File: src/rtl/baccarat_pkg.sv
// Shared types and constants for the multi-round baccarat match controller.
package baccarat_pkg;

    typedef enum logic [3:0] {
        ST_IDLE  = 4'd0,
        ST_P1    = 4'd1,
        ST_D1    = 4'd2,
        ST_P2    = 4'd3,
        ST_D2    = 4'd4,
        ST_CHECK = 4'd5,
        ST_P3    = 4'd6,
        ST_BDEC  = 4'd7,
        ST_D3    = 4'd8,
        ST_SCORE = 4'd9,
        ST_SHOW  = 4'd10,
        ST_DONE  = 4'd11
    } state_t;

    localparam int NATURAL_MIN_DEFAULT = 8;

    localparam logic [3:0] PLAYER_STAND = 4'd5;
    localparam logic [3:0] BANKER_STAND = 4'd6;

endpackage

File: src/rtl/banker_draw_rule.sv
// Banker third-card tableau: decides whether the banker draws after the
// player has taken a third card.
module banker_draw_rule
    import baccarat_pkg::*;
(
    input  logic [3:0] dscore,
    input  logic [3:0] pcard3,
    output logic       draw
);

    always_comb begin
        draw = 1'b0;
        if (dscore <= 4'd2) begin
            draw = 1'b1;
        end else if (dscore == 4'd3) begin
            draw = (pcard3 != 4'd8);
        end else if (dscore == 4'd4) begin
            draw = (pcard3 >= 4'd2) && (pcard3 <= 4'd7);
        end else if (dscore == 4'd5) begin
            draw = (pcard3 >= 4'd4) && (pcard3 <= 4'd7);
        end else if (dscore == BANKER_STAND) begin
            draw = (pcard3 >= 4'd6) && (pcard3 <= 4'd7);
        end
    end

endmodule

File: src/rtl/baccarat_match_controller.sv
// Multi-round baccarat match sequencer: deals cards over a req/ack handshake,
// scores each round, keeps saturating tallies and declares the match winner.
module baccarat_match_controller
    import baccarat_pkg::*;
#(
    parameter int MAX_ROUNDS  = 9,
    parameter int TALLY_W     = 4,
    parameter int NATURAL_MIN = NATURAL_MIN_DEFAULT
) (
    input  logic                              slow_clock,
    input  logic                              resetb,
    input  logic                              start,
    input  logic                              next_round,
    input  logic                              new_match,
    input  logic                              card_ack,
    input  logic [3:0]                        pscore,
    input  logic [3:0]                        dscore,
    input  logic [3:0]                        pcard3,
    output logic                              card_req,
    output logic                              load_pcard1,
    output logic                              load_pcard2,
    output logic                              load_pcard3,
    output logic                              load_dcard1,
    output logic                              load_dcard2,
    output logic                              load_dcard3,
    output logic                              clear_hands,
    output logic                              player_win_light,
    output logic                              dealer_win_light,
    output logic                              tie_light,
    output logic [TALLY_W-1:0]                player_tally,
    output logic [TALLY_W-1:0]                dealer_tally,
    output logic [TALLY_W-1:0]                tie_tally,
    output logic [$clog2(MAX_ROUNDS+1)-1:0]   round_count,
    output logic                              match_over
);

    localparam int                RC_W      = $clog2(MAX_ROUNDS + 1);
    localparam logic [RC_W-1:0]   RC_MAX    = RC_W'(MAX_ROUNDS);
    localparam logic [TALLY_W-1:0] TALLY_MAX = '1;
    localparam logic [3:0]        NAT_MIN   = 4'(NATURAL_MIN);

    state_t state_q, state_d;
    logic   score_en;
    logic   lights_clr;
    logic   done_en;
    logic   natural;
    logic   bank_draw;

    banker_draw_rule u_banker_draw_rule (
        .dscore (dscore),
        .pcard3 (pcard3),
        .draw   (bank_draw)
    );

    assign natural = (pscore >= NAT_MIN) || (dscore >= NAT_MIN);

    always_ff @(posedge slow_clock or posedge resetb) begin
        if (resetb) begin
            state_q <= ST_IDLE;
        end else begin
            state_q <= state_d;
        end
    end

    always_comb begin
        state_d     = state_q;
        card_req    = 1'b0;
        load_pcard1 = 1'b0;
        load_pcard2 = 1'b0;
        load_pcard3 = 1'b0;
        load_dcard1 = 1'b0;
        load_dcard2 = 1'b0;
        load_dcard3 = 1'b0;
        clear_hands = 1'b0;
        score_en    = 1'b0;
        lights_clr  = 1'b0;
        done_en     = 1'b0;
        match_over  = (state_q == ST_DONE);

        case (state_q)
            ST_IDLE: begin
                if (start) begin
                    clear_hands = 1'b1;
                    state_d     = ST_P1;
                end
            end
            ST_P1: begin
                card_req = 1'b1;
                if (card_ack) begin
                    load_pcard1 = 1'b1;
                    state_d     = ST_D1;
                end
            end
            ST_D1: begin
                card_req = 1'b1;
                if (card_ack) begin
                    load_dcard1 = 1'b1;
                    state_d     = ST_P2;
                end
            end
            ST_P2: begin
                card_req = 1'b1;
                if (card_ack) begin
                    load_pcard2 = 1'b1;
                    state_d     = ST_D2;
                end
            end
            ST_D2: begin
                card_req = 1'b1;
                if (card_ack) begin
                    load_dcard2 = 1'b1;
                    state_d     = ST_CHECK;
                end
            end
            ST_CHECK: begin
                if (natural) begin
                    state_d = ST_SCORE;
                end else if (pscore <= PLAYER_STAND) begin
                    state_d = ST_P3;
                end else if (dscore < BANKER_STAND) begin
                    state_d = ST_D3;
                end else begin
                    state_d = ST_SCORE;
                end
            end
            ST_P3: begin
                card_req = 1'b1;
                if (card_ack) begin
                    load_pcard3 = 1'b1;
                    state_d     = ST_BDEC;
                end
            end
            ST_BDEC: begin
                state_d = bank_draw ? ST_D3 : ST_SCORE;
            end
            ST_D3: begin
                card_req = 1'b1;
                if (card_ack) begin
                    load_dcard3 = 1'b1;
                    state_d     = ST_SCORE;
                end
            end
            ST_SCORE: begin
                score_en = 1'b1;
                state_d  = ST_SHOW;
            end
            ST_SHOW: begin
                if (next_round) begin
                    if (round_count == RC_MAX) begin
                        done_en = 1'b1;
                        state_d = ST_DONE;
                    end else begin
                        clear_hands = 1'b1;
                        lights_clr  = 1'b1;
                        state_d     = ST_P1;
                    end
                end
            end
            ST_DONE: begin
                state_d = ST_DONE;
            end
            default: begin
                state_d = ST_IDLE;
            end
        endcase

        // Abort outranks everything, including a card arriving this cycle.
        if (new_match) begin
            state_d     = ST_IDLE;
            clear_hands = 1'b1;
            load_pcard1 = 1'b0;
            load_pcard2 = 1'b0;
            load_pcard3 = 1'b0;
            load_dcard1 = 1'b0;
            load_dcard2 = 1'b0;
            load_dcard3 = 1'b0;
            score_en    = 1'b0;
            lights_clr  = 1'b0;
            done_en     = 1'b0;
        end
    end

    always_ff @(posedge slow_clock or posedge resetb) begin
        if (resetb) begin
            player_win_light <= 1'b0;
            dealer_win_light <= 1'b0;
            tie_light        <= 1'b0;
            player_tally     <= '0;
            dealer_tally     <= '0;
            tie_tally        <= '0;
            round_count      <= '0;
        end else if (new_match) begin
            player_win_light <= 1'b0;
            dealer_win_light <= 1'b0;
            tie_light        <= 1'b0;
            player_tally     <= '0;
            dealer_tally     <= '0;
            tie_tally        <= '0;
            round_count      <= '0;
        end else if (score_en) begin
            round_count <= round_count + RC_W'(1);
            if (pscore > dscore) begin
                player_win_light <= 1'b1;
                dealer_win_light <= 1'b0;
                tie_light        <= 1'b0;
                if (player_tally != TALLY_MAX) begin
                    player_tally <= player_tally + TALLY_W'(1);
                end
            end else if (pscore < dscore) begin
                player_win_light <= 1'b0;
                dealer_win_light <= 1'b1;
                tie_light        <= 1'b0;
                if (dealer_tally != TALLY_MAX) begin
                    dealer_tally <= dealer_tally + TALLY_W'(1);
                end
            end else begin
                player_win_light <= 1'b0;
                dealer_win_light <= 1'b0;
                tie_light        <= 1'b1;
                if (tie_tally != TALLY_MAX) begin
                    tie_tally <= tie_tally + TALLY_W'(1);
                end
            end
        end else if (lights_clr) begin
            player_win_light <= 1'b0;
            dealer_win_light <= 1'b0;
            tie_light        <= 1'b0;
        end else if (done_en) begin
            // Match result: more round wins takes it, equal tallies light tie.
            player_win_light <= (player_tally > dealer_tally);
            dealer_win_light <= (player_tally < dealer_tally);
            tie_light        <= (player_tally == dealer_tally);
        end
    end

endmodule

File: config.mk
export PLATFORM = sky130hd
export DESIGN_NAME = baccarat_match_controller
export DESIGN_NICKNAME = d
export VERILOG_FILES = /design/src/rtl/baccarat_pkg.sv /design/src/rtl/banker_draw_rule.sv /design/src/rtl/baccarat_match_controller.sv
export SDC_FILE = /design/constraint.sdc
export NUM_CORES = 1
export LEC_CHECK = 0
export CAP_MARGIN = 25
export CORE_MARGIN = 3
export CORE_UTILIZATION = 25
export DETAILED_ROUTE_END_ITERATION = 10
export SYNTH_ARGS = -nofsm -noshare
export SYNTH_HDL_FRONTEND = slang
export SYNTH_HIERARCHICAL = 1
export SYNTH_SLANG_ARGS = --single-unit
File: constraint.sdc
create_clock -name slow_clock -period 4 [get_ports slow_clock]
set_input_delay 0.4 -clock slow_clock [delete_from_list [all_inputs] [get_ports slow_clock]]
set_output_delay 0.4 -clock slow_clock [all_outputs]
set_load 0.02 [all_outputs]
==> reports/results.txt, run 1 <==
STA puts the critical path data arrival time at 2.42 ns. In this run the tool buffered the top-level ports with 45 buffer cells. When the netlist entered floorplanning its net count stood at 234. The flow ran to the end, and the final reports show no timing, DRC or antenna violations. The length of the first detailed-routing pass in iterations is 4. Synthesis produced a netlist whose cell count is 203. For the post-synthesis sequential area ratio, the log shows 0.314. The design draws 544 uW. The post-route setup TNS was 0 ns.

The commonest cells after synthesis are sky130_fd_sc_hd__dfrtp_1 (23), sky130_fd_sc_hd__nor2_1 (22), sky130_fd_sc_hd__a21oi_1 (15), sky130_fd_sc_hd__inv_1 (15), sky130_fd_sc_hd__ha_1 (13). The max-capacitance violation count was 0. The logs give 0 for the number of gates given a new drive strength after cts and 1596 for the overall via count from detail_route. The synthesized area per cell came out at 9.02 sq um.

The overall overflow remaining after global route is 0, and the power density over cell area is 228 mW/mm^2. The run gives 30 as the cell row count. Part of the total power dissipated in the clock network: 0.263.

In this run the critical register-to-register path is launched from state_q[3]. The number of global-route vias before repair is 1555. The path depth of the worst reg2reg path works out to 5. The root buffer cell chosen for the clock tree is sky130_fd_sc_hd__clkbuf_8.

For the final net count, the log shows 273. The global routing usage summed across all routing layers came out at 0.108. The number of flops mapped to enable cells by yosys was 0. The count of buffer and inverter cells on the critical path is 1. The standard cell with the maximum stage delay on the critical path is sky130_fd_sc_hd__dfrtp_1. The count of antenna-violating nets left after detailed routing came out at 0. The mapped netlist covers 0.00183 sq mm.

Pin placement for this block handled 46 I/O pins. Setup repair after global routing left no endpoint under its margin. The tools report the initial core utilization as 0.264. The fraction of final layout cells with drive strength greater than 1 came out at 0.0705.

For this run, design rule violations remaining after detail routing come to 0. The detail-routed via count per cell is 4.74. The logs give 0.410 for the max-slew headroom at the worst pin and 378 uW for the internal power of the cells. Counting flops and latches in the post-synthesis netlist gives 23.

The fraction of synthesis flops using an asynchronous set or reset pin was 1.00. The critical path goes through nand2b_1 -> nor4_2 -> a211o_1 -> clkdlybuf4s50_1. The kind of cell with the highest combined delay along the critical path is flip-flops.

The run gives 0 as the post-CTS repair timing setup buffer count. Routability-driven placement finished with a final weighted congestion of 0.758. The post-synthesis cell type with the largest combined area is sky130_fd_sc_hd__dfrtp_1. Synthesis-to-layout area growth: 30.6%. The first routing iteration left 73 violations. The number of cells traversed by the worst hold path works out to 2. The height of the chip is 91.6 um, and the hold buffer count at cts is 0.

In this run the register-to-register setup slack is 1.92 ns. The portion of synthesized cell area occupied by the leading cell type is 0.314. Clock transition at the registers of the reported paths: 0.08 ns. For the pin with the worst max-slew slack, the measured transition is 0.884 ns. The origin of the worst min-delay path was round_count[3]. For hold timing, the worst endpoint is round_count[3].

The switching power share of the total works out to 0.307. After synthesis, the cell types taking the most area are sky130_fd_sc_hd__dfrtp_1 (31%), sky130_fd_sc_hd__ha_1 (8.9%), sky130_fd_sc_hd__nor2_1 (4.5%). Counting distinct cell types in the post-synthesis netlist gives 52. The clock drives 23 sinks. Wire length of the first global-routing pass: 7500 um. For the die area, the log shows 0.00839 sq mm. TritonCTS built the clock tree. 0 antenna diodes ended up in the layout.

Based on the critical path, the design can be clocked at up to 355 MHz. Of all nets on the critical path, the largest fanout is 21. The later pin in the worst-skew pair is clocked with a latency of 0.26 ns. Summed over all layers, the routed wires come to 4420 um. The die is 91.6 um wide. The dominant register cell in the synthesized netlist is sky130_fd_sc_hd__dfrtp_1. For the combinational share of power, the log shows 0.254.

The run gives 6 as the number of warnings reported in the yosys synthesis log. The most common cell in the synthesized netlist is sky130_fd_sc_hd__dfrtp_1. For this design the static power due to leakage is 0.000959 uW.

Endpoint class of the critical path: an output pin. The kind of critical path is reg2out. In this run the critical register-to-register path is captured at player_tally[3]. Entering global routing, the biggest net connects 24 pins.

The tools report the number of filler cells placed in the layout as 735. In this run the deepest clock path goes through 2 buffers. The clock arrives with 0.00403 ns of skew. The highest cell delay on the worst timing path works out to 0.75 ns. The worst path needs 2.82 ns of the cycle, external delays included. The run gives 3 as the number of buffers inserted during clock tree synthesis. The worst-case IR drop observed on VDD is 0.118 mV. Setup violations remaining at the end of the flow were counted as 0. Number of hold violations in the final report: 0. The run gives 167 uW as the net switching power. The tools report the number of H-tree levels as 1.

The worst min-delay path class was reg2reg. Summed over all nets, the half-perimeter wirelength after detailed placement is 3350 um. The number of antenna violations at the first check in global routing was 0; the count of pins over their slew limit was 0.

The average wire per standard cell is 13.1 um. At the worst endpoint, the required time is 3.60 ns. Share of the cycle needed by the critical path after routing: 0.704. The worst setup path is launched from a flip-flop.

The utilization of the core after routing is 0.344, and the sequential fraction of design power is 0.483. The region available for standard cell placement spans 0.00694 sq mm.
## layout by cell type (no fill, tap or decap), drive strengths merged, types with 6 or more instances in the layout
| cell type | count |
|---|---|
| a21oi | 17 |
| ha | 13 |
| inv | 15 |
| nor3 | 9 |
| a211oi | 8 |
| dfrtp | 23 |
| nand2 | 6 |
| clkdlybuf4s50 | 45 |
| nand3 | 7 |
| nor2 | 22 |
## cell type report
class	instances	area [sq um]	share of cell area
clock buffers	4	45.0	0.0188
multi-input cells	153	1140	0.475
repair buffers	46	458	0.192
well taps	96	120	0.0502
flip-flops and latches	23	576	0.241
inverters	15	56.3	0.0235
## registers in the layout (all words and copies together), names as in the netlist
name,count
dealer_win_light,1
tie_tally,4
tie_light,1
player_tally,4
dealer_tally,4
state_q,4
player_win_light,1
round_count,4
## kinds of logic after synthesis
| family | synth area share |
|---|---|
| AO/OA/AOI/OAI | 0.212 |
| adder cells (fa/ha/maj) | 0.0889 |
| flip-flops | 0.314 |
| AND/OR/NAND/NOR | 0.269 |
| multiplexers | 0.0219 |
| buffers and inverters | 0.0649 |
| XOR/XNOR | 0.0287 |
## power groups by stage
| stage | clock (uW) | sequential [uW] | combinational (uW) |
|---|---|---|---|
| final | 143 | 263 | 138 |
| after global routing | 158 | 266 | 153 |
| after CTS | 150 | 263 | 141 |
| after detailed placement | 0 | 268 | 141 |
| after global placement | 0 | 268 | 140 |
| after floorplan | 0 | 246 | 115 |
## layer usage
metal  share of wire  vias up  track usage
met4          0.0043        0       0.0113
met2            0.51       20        0.184
met5               0        -            0
met1            0.46      757        0.141
li1                -      817            -
met3           0.026        2       0.0257
## stage by stage
step           cell area, sq um  setup WS, ns  cells  hold WS, ns
2_1_floorplan              1830          1.96    203        0.402
3_3_place_gp               2350          1.32    333        0.554
3_5_place_dp               2350          1.30    333        0.567
4_1_cts                    2390          1.15    337        0.578
5_1_grt                    2390         0.945    337        0.605
6_report                   2390          1.18    337        0.576
## worst reg2reg max path, delay by kind of cell (launching register included)
family             cells  cell delay [ns]
AOI/OAI and AO/OA      2             0.33
DFF                    1             0.75
and+or+nand+nor        3             0.84
## worst max-delay path by stage
stage | end | cells after the start | slack, ns | start
floorplan | load_dcard3 | 4 | 1.96 | state_q[3]
CTS | clear_hands | 4 | 1.15 | state_q[3]
detailed placement | load_dcard3 | 4 | 1.30 | new_match
global placement | load_dcard3 | 4 | 1.32 | new_match
global route | clear_hands | 4 | 0.94 | state_q[3]
finish | clear_hands | 4 | 1.18 | state_q[3]
Note: power is estimated with default switching activity, not from simulation.
==> run 2, diff against run 1 <==
Clock period 4 ns to 2.55 ns, I/O delays scaled along.
==> reports/results.txt, run 2 (synthesized netlist as in run 1, its figures left out) <==
The flow ran to the end, and the final reports show no timing, DRC or antenna violations. The final wirelength is 4430 um (+0.27%). The run gives 0 (unchanged) as the max-capacitance violation count.

Setup repair after global routing left no endpoint under its margin. Post-route setup TNS: 0 ns (unchanged). The clock insertion delay at the later pin of the skew report was 0.27 ns (about the same); the post-detailed-placement half-perimeter wirelength was 3390 um (+1.3%). For the final net count, the log shows 280 (+2.6%).

The detail-routed via count per cell is 4.82 (+1.8%). The run gives 4 (unchanged) as the length of the first detailed-routing pass in iterations. The logs give 0.107 (-0.000773) for the global routing usage summed across all routing layers and 0 (unchanged) for the count of pins over their slew limit.

For the worst clock skew on the final layout, the log shows 0.00390 ns (-0.000132 ns). Slack of the critical path: 0.126 ns (-1.06 ns). The tools report the maximum number of pins on one net before global-route repair as 26 (+8.3%). The run gives 3 (unchanged) as the number of buffers inserted during clock tree synthesis. The average wire per standard cell was 12.9 um (-1.8%). TritonCTS built the clock tree.

The share of the cycle needed by the critical path after routing was 0.951. The library cell used most frequently in the layout, excluding fill and tap cells, is sky130_fd_sc_hd__clkdlybuf4s50_1. The tools report the worst supply voltage drop on vdd as 0.231 mV (+95%). By startpoint and endpoint, the worst setup path is classified as reg2out. Count of antenna-violating nets left after detailed routing: 0 (unchanged). Relative to the synthesized area, the layout overhead comes to 34.0%.

The logs give 0.771 (+1.7%) for the routability congestion estimate and 1 (unchanged) for the number of H-tree levels. The remaining routing DRC violations came out at 0 (unchanged). For the arrival time at the worst endpoint, the log shows 2.17 ns (-0.25 ns). Maximum buffer depth of the clock tree: 2 (unchanged). The number of antenna violations at the first check in global routing is 0 (unchanged), and the die span in x is 91.6 um (unchanged). The required time of the critical path came out at 2.30 ns (-1.30 ns). The path depth of the worst reg2reg path works out to 6 (+1). The tools report the overall via count from detail_route as 1659 (+3.9%). The standby leakage power came out at 0.000998 uW (+4.1%).

Derived from the worst setup path, the maximum achievable clock frequency is 413 MHz. The clock transition at the registers of the reported paths is 0.09 ns (about the same). The height of the chip is 91.6 um (unchanged), and the post-route minimum period is 2.42 ns. The fraction of final layout cells with drive strength greater than 1 was 0.101 (+0.0303). The antenna diode count is 0 (unchanged), and the max-slew headroom at the worst pin is 0.665 (+0.255). The number of top-level pins was 46 (unchanged); the transition time at the pin with the least slew margin was 0.502 ns (-0.382 ns).

The run gives 1624 (+4.4%) as the number of global-route vias before repair. The port buffer count works out to 45 (unchanged). The wire length of the first global-routing pass was 7540 um (+0.55%); the final number of setup-violating endpoints was 0 (unchanged). STA classifies the critical path endpoint as an output pin. The tools report the cell row count as 30 (unchanged). The top cell types in the final layout, fill and taps aside, are sky130_fd_sc_hd__clkdlybuf4s50_1 (45), sky130_fd_sc_hd__dfrtp_1 (23), sky130_fd_sc_hd__nor2_1 (22). The overall overflow remaining after global route came out at 0 (unchanged).

The die area is 0.00839 sq mm (unchanged). The buffer cell driving the clock tree root was sky130_fd_sc_hd__clkbuf_8. The power density over cell area is 360 mW/mm^2 (+58%), and the initial core utilization is 0.264 (unchanged). The run gives 0.172 ns (-1.13 ns) as the setup slack after placement.

The tools report the startpoint type of the worst setup path as a flip-flop. The run gives 0.00694 sq mm (unchanged) as the placeable core region. Worst min-delay path class: in2async. Clock sink count: 23 (unchanged). The number of hold violations in the final report is 0 (unchanged), and the count of routing violations after the opening detailed-route iteration is 58 (-21%). The top fanout value on the critical path was 5 (-76%).
## run 2: cell types whose count changed in the layout (fill, tap and decap cells not counted)
cell / delta
sky130_fd_sc_hd__nor4_2: -1
sky130_fd_sc_hd__clkinv_2: +1
sky130_fd_sc_hd__clkbuf_1: -1
sky130_fd_sc_hd__buf_4: +7
sky130_fd_sc_hd__nor4_4: +1
## run 2: worst max-delay path, cell delays in order, from the launching register on
cell,delay [ns]
sky130_fd_sc_hd__dfrtp_1,0.46
sky130_fd_sc_hd__ha_1,0.22
sky130_fd_sc_hd__and3b_1,0.22
sky130_fd_sc_hd__nor4_4,0.26
sky130_fd_sc_hd__a211o_1,0.16
sky130_fd_sc_hd__clkdlybuf4s50_1,0.60
## run 2: stage by stage
stage	cells	hold slack [ns]	util	power [uW]	cell area, sq um
2_1_floorplan	203	0.257	-	566	1830
3_3_place_gp	340	0.553	0.345	658	2400
3_5_place_dp	340	0.566	0.345	660	2400
4_1_cts	344	0.333	0.352	896	2440
5_1_grt	344	0.359	0.353	933	2450
6_report	344	0.318	0.353	884	2450
## run 2: final timing paths
check	start	endpoint	slack, ns
setup / recovery	round_count[0]	clear_hands	0.13
hold / removal	resetb	round_count[0]	0.32
setup reg to reg	state_q[0]	player_tally[3]	0.57
hold reg to reg	player_win_light	player_win_light	0.57
max in group asynchronous	resetb	player_win_light	2.00
min in group slow_clock	player_win_light	player_win_light	0.57
## run 2: power breakdown
| group | leakage, uW | switching, uW | total, uW | internal (uW) |
|---|---|---|---|---|
| sequential | 0.000320 | 17.3 | 389 | 372 |
| clock | 0.0000255 | 123 | 232 | 109 |
| combinational | 0.000653 | 138 | 262 | 125 |
| total | 0.000998 | 278 | 884 | 606 |
## run 2: final cells by class
class | count | area (sq um)
fillers | 706 | 4490
multi-input cells | 153 | 1140
flip-flops and latches | 23 | 576
repair buffers | 53 | 510
well taps | 96 | 120
inverters | 15 | 56.3
clock buffers | 3 | 41.3
clock inverters | 1 | 5.00
## run 2: layer usage
layer | GRT usage | part of all wire | up-vias
li1 | - | - | 837
met1 | 0.135 | 0.47 | 796
met2 | 0.191 | 0.50 | 24
met3 | 0.0191 | 0.028 | 2
met4 | 0.0188 | 0.0043 | 0
met5 | 0 | 0 | -
## run 2: repair_timing
item	CTS	global route
gates resized for setup	0	1
endpoints found under the setup margin	0	1
buffers inserted	0	0
hold buffers	0	0
